$ cat config.mk
export PLATFORM = sky130hd
export DESIGN_NAME = spi_reg_slave
export DESIGN_NICKNAME = d
export VERILOG_FILES = /design/src/rtl/spi_reg_slave.sv
export SDC_FILE = /design/constraint.sdc
export NUM_CORES = 1
export LEC_CHECK = 0
export CAP_MARGIN = 20
export CELL_PAD_IN_SITES_DETAIL_PLACEMENT = 0
export CELL_PAD_IN_SITES_GLOBAL_PLACEMENT = 1
export CORE_MARGIN = 3
export CORE_UTILIZATION = 41
export CTS_BUF_LIST = sky130_fd_sc_hd__clkbuf_8
export CTS_CLUSTER_SIZE = 24
export DETAILED_ROUTE_END_ITERATION = 8
export GPL_TIMING_DRIVEN = 0
export PLACE_DENSITY_LB_ADDON = 0.12
export SLEW_MARGIN = 20
export SYNTH_ARGS = -nofsm -noshare
export SYNTH_HDL_FRONTEND = slang
export SYNTH_SLANG_ARGS = --single-unit
$ cat constraint.sdc
create_clock -name CLK -period 1.6 [get_ports CLK]
set_input_delay 0.32 -clock CLK [delete_from_list [all_inputs] [get_ports CLK]]
set_output_delay 0.32 -clock CLK [all_outputs]
set_load 0.03 [all_outputs]
$ cat src/rtl/spi_reg_slave.sv
// SPI mode-0 register slave: turns host frames into a one-cycle register-write strobe
// and serves register reads over MISO. All SPI pins are oversampled in the CLK domain.
module spi_reg_slave (
    input  logic       CLK,
    input  logic       RST,
    input  logic       SCK,
    input  logic       SS_N,
    input  logic       MOSI,
    output logic       MISO,
    output logic       MISO_OE,
    input  logic [7:0] RD_DATA,
    output logic [6:0] RD_ADDR,
    output logic [7:0] SPI_ADDRESS,
    output logic [7:0] SPI_DATA,
    output logic       RISING_SS,
    output logic       FRAME_ERR
);

    typedef enum logic [1:0] {
        ST_WAIT_HIGH = 2'd0,
        ST_IDLE      = 2'd1,
        ST_SHIFT     = 2'd2
    } state_t;

    logic       sck_s1_r, sck_s2_r, sck_d_r;
    logic       ss_s1_r, ss_s2_r, ss_d_r;
    logic       mosi_s1_r, mosi_s2_r;
    logic       sck_rise_r, sck_fall_r, ss_rise_r, ss_fall_r;
    logic [1:0] settle_cnt_r;
    state_t     state_r, state_nx_s;
    logic [4:0] bit_cnt_r;
    logic [15:0] shift_in_r;
    logic [7:0] tx_reg_r;
    logic [1:0] rd_pipe_r;
    logic       is_read_r;
    logic [6:0] rd_addr_r;
    logic [7:0] spi_address_r, spi_data_r;
    logic       rising_ss_r, frame_err_r, miso_r, miso_oe_r;

    logic       start_s, shift_s, frame_end_s, wr_done_s, err_s, tx_shift_s, rd_hit_s;

    // Pin synchronisers, edge registers and post-reset settle counter.
    always_ff @(posedge CLK or negedge RST) begin
        if (!RST) begin
            sck_s1_r     <= 1'b0;
            sck_s2_r     <= 1'b0;
            sck_d_r      <= 1'b0;
            ss_s1_r      <= 1'b1;
            ss_s2_r      <= 1'b1;
            ss_d_r       <= 1'b1;
            mosi_s1_r    <= 1'b0;
            mosi_s2_r    <= 1'b0;
            sck_rise_r   <= 1'b0;
            sck_fall_r   <= 1'b0;
            ss_rise_r    <= 1'b0;
            ss_fall_r    <= 1'b0;
            settle_cnt_r <= 2'd0;
        end else begin
            sck_s1_r     <= SCK;
            sck_s2_r     <= sck_s1_r;
            sck_d_r      <= sck_s2_r;
            ss_s1_r      <= SS_N;
            ss_s2_r      <= ss_s1_r;
            ss_d_r       <= ss_s2_r;
            mosi_s1_r    <= MOSI;
            mosi_s2_r    <= mosi_s1_r;
            sck_rise_r   <= sck_s2_r & ~sck_d_r;
            sck_fall_r   <= ~sck_s2_r & sck_d_r;
            ss_rise_r    <= ss_s2_r & ~ss_d_r;
            ss_fall_r    <= ~ss_s2_r & ss_d_r;
            settle_cnt_r <= (settle_cnt_r == 2'd3) ? 2'd3 : settle_cnt_r + 2'd1;
        end
    end

    // State register.
    always_ff @(posedge CLK or negedge RST) begin
        if (!RST) begin
            state_r <= ST_WAIT_HIGH;
        end else begin
            state_r <= state_nx_s;
        end
    end

    // Next-state logic; WAIT_HIGH needs the whole sync chain to show SS_N high
    // so a frame already running at reset release never looks like a fresh SS_N fall.
    always_comb begin
        state_nx_s = state_r;
        case (state_r)
            ST_WAIT_HIGH: begin
                if ((settle_cnt_r == 2'd3) && ss_s1_r && ss_s2_r && ss_d_r) begin
                    state_nx_s = ST_IDLE;
                end else begin
                    state_nx_s = ST_WAIT_HIGH;
                end
            end
            ST_IDLE: begin
                if (ss_fall_r) begin
                    state_nx_s = ST_SHIFT;
                end else begin
                    state_nx_s = ST_IDLE;
                end
            end
            ST_SHIFT: begin
                if (ss_rise_r) begin
                    state_nx_s = ST_IDLE;
                end else begin
                    state_nx_s = ST_SHIFT;
                end
            end
            default: state_nx_s = ST_WAIT_HIGH;
        endcase
    end

    // Per-cycle actions; an SS_N rise always wins over a coincident SCK edge.
    always_comb begin
        start_s     = (state_r == ST_IDLE) && ss_fall_r;
        shift_s     = (state_r == ST_SHIFT) && sck_rise_r && !ss_rise_r;
        frame_end_s = (state_r == ST_SHIFT) && ss_rise_r;
        wr_done_s   = frame_end_s && (bit_cnt_r == 5'd16) && !shift_in_r[15];
        err_s       = frame_end_s && (bit_cnt_r != 5'd16);
        rd_hit_s    = shift_s && (bit_cnt_r == 5'd7) && shift_in_r[6];
        tx_shift_s  = (state_r == ST_SHIFT) && sck_fall_r && !ss_rise_r && is_read_r
                      && (bit_cnt_r[4:3] == 2'b01);
    end

    // Frame capture, read pipeline and transmit shifter.
    always_ff @(posedge CLK or negedge RST) begin
        if (!RST) begin
            bit_cnt_r  <= 5'd0;
            shift_in_r <= 16'd0;
            tx_reg_r   <= 8'd0;
            rd_pipe_r  <= 2'd0;
            is_read_r  <= 1'b0;
            rd_addr_r  <= 7'd0;
        end else begin
            rd_pipe_r <= {rd_pipe_r[0], rd_hit_s};
            if (start_s) begin
                bit_cnt_r  <= 5'd0;
                shift_in_r <= 16'd0;
            end else if (shift_s) begin
                bit_cnt_r  <= (bit_cnt_r == 5'd31) ? 5'd31 : bit_cnt_r + 5'd1;
                shift_in_r <= {shift_in_r[14:0], mosi_s2_r};
            end
            if (start_s) begin
                is_read_r <= 1'b0;
            end else if (rd_hit_s) begin
                is_read_r <= 1'b1;
            end
            if (rd_hit_s) begin
                rd_addr_r <= {shift_in_r[5:0], mosi_s2_r};
            end
            // RD_DATA follows RD_ADDR one cycle later, so sample two cycles after the update.
            if (start_s) begin
                tx_reg_r <= 8'd0;
            end else if (rd_pipe_r[1]) begin
                tx_reg_r <= RD_DATA;
            end else if (tx_shift_s) begin
                tx_reg_r <= {tx_reg_r[6:0], 1'b0};
            end
        end
    end

    // Registered outputs: write strobe bus, frame error and MISO pad.
    always_ff @(posedge CLK or negedge RST) begin
        if (!RST) begin
            spi_address_r <= 8'd0;
            spi_data_r    <= 8'd0;
            rising_ss_r   <= 1'b0;
            frame_err_r   <= 1'b0;
            miso_r        <= 1'b0;
            miso_oe_r     <= 1'b0;
        end else begin
            rising_ss_r <= wr_done_s;
            frame_err_r <= err_s;
            miso_oe_r   <= (state_nx_s == ST_SHIFT);
            if (wr_done_s) begin
                spi_address_r <= {1'b0, shift_in_r[14:8]};
                spi_data_r    <= shift_in_r[7:0];
            end
            if ((state_nx_s != ST_SHIFT) || start_s) begin
                miso_r <= 1'b0;
            end else if (tx_shift_s) begin
                miso_r <= tx_reg_r[7];
            end
        end
    end

    assign MISO        = miso_r;
    assign MISO_OE     = miso_oe_r;
    assign RD_ADDR     = rd_addr_r;
    assign SPI_ADDRESS = spi_address_r;
    assign SPI_DATA    = spi_data_r;
    assign RISING_SS   = rising_ss_r;
    assign FRAME_ERR   = frame_err_r;

endmodule

==> results.md <==
* Fill count at 557
* Status: finished, violations left
* Clock Power Share at between 30% and 40%
* Die height at 89.5 µm
* CTS max path bufs at 2
* Placed Cells at 340
* Ports at 40
* CP Cell Sequence: inv_2, ha_4, nand4bb_4, nor3_4, buf_6, mux2_4
* Ys Warns at 0
* Reg2reg path depth at 6
* Final Setup Violations at 7
* Post-route ant nets at 0
* Final Max Tran Viols at 0
* Initial Util at between 40% and 50%
* Final Net Count at approximately 280
* P_leak at around 1.9 nW
* Port bufs at 38
* Placeable core region at roughly 6600 µm²
* Clock sink count at 74
* Die area at roughly 8000 µm²
* Vias/cell at just over 5
* Clock-pin transition on the worst setup and hold timing paths at 0.08 ns
* Setup slack, reg-to-reg at -0.01 ns
* Mapped Cells at approximately 210
* Period utilisation layout at 101%
* Crit path DAT at approximately 1.8 ns
* Failing checks: setup timing
* # diodes at 0
* Met1 GRT Util at 22.9%
* Mapped Area at roughly 2900 µm²
* Total GRT Usage at between 10% and 20%
* Met2 Usage GRT at between 20% and 30%
* Most used DFF post-synth: dfrtp_1
* Critical Path RT at 1.83 ns
* Max-cap check violation count at 0
* GR Overflow Total at 0
* Startpoint types: flip-flop
* Clock period minus worst slack at 1.61 ns
* Element type at the critical path end: flip-flop
* CTS tree: done
* Root Driver: clkbuf_8
* Final hold violations at 0
* M3 GR Usage at between 3 and 4%
* Pwr dens at between 1000 and 1500 nW/µm²
* Worst path max stage delay at roughly 0.4 ns
* Syn_area_per_cell at between 10 and 15 µm²
* GRT Max-Usage Layer: met1
* Flops & latches, synth at 74
* Initial DRC Count at 63
* Synth unique cells at 40
* CP max-delay cell: dfrtp_1
* Synth Net Count at roughly 220
* Finished Layout Cells at 365
* Crit path from: bit_cnt_r[1]
* Vias in the first global route at between 1.5k and 2k
* Design internal power at approximately 0.003 W
* Category of the critical setup timing path: reg2reg
* Worst Skew at about 0.0097 ns
* GP Congestion at between 0.6 and 0.7
* Logic pwr share at between 10% and 20%
* R2R Path End: SPI_ADDRESS[0]
* Layout cells sized above 1 at between 20% and 30%
* Commonest non-fill, non-tap cells in the layout: dfrtp_1, dlygate4sd2_1, a22o_1
* Number of buffers created by CTS at 9
* Commonest non-fill, non-tap cell in the layout: dfrtp_1
* Final WL at 5.65 mm
* NetSw at 0.00106 W
* Residual DRC at 0
* Sequential element share of the synthesized area at between 60% and 70%
* Initial antenna violation count at 0
* Max VDD drop at approximately 640 µV
* Largest net degree at the start of global routing at 53
* Worst hold path class: reg2reg
* Async SR Flop Fraction at 100%
* Row count at 29
* Sw Ratio at 25.5%
* DR pass1 iterations at 4
* PnR worst setup slack at -0.00979 ns
* CP endpoint: SPI_ADDRESS[0]
* Htree depth at 3
* Post-synth EDFFs at 0
* Max FO, Critical Path at 6
* Layout area overhead at 32.2%
* Reg power frac at about 50%
* Via Count at between 1.5k and 2k
* Clock latency on the worst-skew pair at 0.34 ns
* Achievable Freq at ~620 MHz
* RSZ-0062 raised after global routing: true
* Wire per inst at around 15 µm
* First-pass GRT wire length at 9.19 mm
* Worst r2r src: bit_cnt_r[1]
* Hold slack final at ~0.35 ns
* DP HPWL at between 3 and 4 mm
* Die width at slightly below 90 µm
synthesized netlist by cell type, drive strengths merged (2+ instances only):
library cell  instances  area (µm²)
nand2                 5        18.8
buf                   6        41.3
dfrtp                71        1780
inv                   7        26.3
nor2                  3        18.8
nand3b                2        15.0
a21oi                11        55.1
a31oi                10        62.6
clkbuf                5        20.0
dfstp                 3        78.8
nor2b                 4        25.0
mux2                 22         248
ha                    2        25.0
and3                  2        12.5
and4b                 2        21.3
nand4                 2        27.5
o21ai                15        75.1
nand3                 3        15.0
a22o                 16         140
and4                  2        17.5
nor3                  3        26.3
through the flow:
stage	TNS, ns	total power (W)	instance area, µm²	setup slack [ns]	utilization [%]
4_1_cts	-0.254	0.00414	3690	-0.0378	56.1
5_1_grt	-1.35	0.00435	3780	-0.102	57.5
3_5_place_dp	-3.25	0.00250	3380	-0.253	51.5
6_report	-0.0254	0.00414	3780	-0.00979	57.5
2_1_floorplan	-0.329	0.00233	2860	-0.0365	-
3_3_place_gp	-173.19	0.00249	3350	-2.33	51.1
critical path, delay by kind of cell (launching register included):
| family | cells | cell delay, ns |
|---|---|---|
| buffers and inverters | 2 | 0.27 |
| multiplexers | 1 | 0.31 |
| AND/OR/NAND/NOR | 2 | 0.39 |
| flip-flops | 1 | 0.40 |
| adder cells (fa/ha/maj) | 1 | 0.13 |
how the worst min path moves through the flow:
stage,cells past startpoint,from,end
after floorplan,0,RST,FRAME_ERR
after global placement,0,rd_pipe_r[0],rd_pipe_r[1]
after detailed placement,1,RST,tx_reg_r[4]
after CTS,0,rd_pipe_r[0],rd_pipe_r[1]
after global routing,0,mosi_s1_r,mosi_s2_r
final,0,rd_pipe_r[0],rd_pipe_r[1]
state kept, by name, indices dropped and copies added, names as in the netlist, 2 cells and up:
signal,flops
SPI_DATA,8
shift_in_r,16
settle_cnt_r,2
RD_ADDR,7
state_r,2
rd_pipe_r,2
SPI_ADDRESS,7
tx_reg_r,8
bit_cnt_r,5
logic make-up after synthesis:
group                    count (synthesis)  share of synthesized area [%]
multiplexers                            22                           8.67
AND/OR/NAND/NOR                         37                           10.1
AO/OA/AOI/OAI                           54                           12.2
adder cells (fa/ha/maj)                  2                          0.876
buffers and inverters                   18                           3.06
flip-flops                              74                           64.9
other                                    1                          0.131
routing by layer:
metal  part of all wire [%]  up-vias
met5                      0        -
met4                    1.1        0
met3                    3.8        7
met2                     44       38
met1                     51      920
li1                       -      883
layout make-up:
cell class | instances | area [µm²] | area share [%]
flip-flops and latches | 74 | 1860 | 49.2
multi-input cells | 117 | 1030 | 27.2
repair buffers | 50 | 465 | 12.3
clock buffers | 9 | 124 | 3.28
well taps | 93 | 116 | 3.08
clock inverters | 6 | 92.6 | 2.45
plain buffers | 9 | 66.3 | 1.76
inverters | 7 | 26.3 | 0.696
repair_timing:
item	in CTS	in global routing
resized for setup	41	20
gates cloned	1	1
hold buffers	1	0
endpoints found under the setup margin	53	45
endpoints found under the hold margin	22	0
buffers inserted	8	1
pin swaps	2	2
power by group through the flow:
stage          registers [W]  clock network (W)  logic [W]
2_1_floorplan        0.00209                  0   0.000233
3_3_place_gp         0.00209                  0   0.000399
3_5_place_dp         0.00209                  0   0.000409
4_1_cts              0.00204            0.00161   0.000486
5_1_grt              0.00206            0.00169   0.000590
6_report             0.00205            0.00157   0.000532
Power figures use the tool's default switching activity.
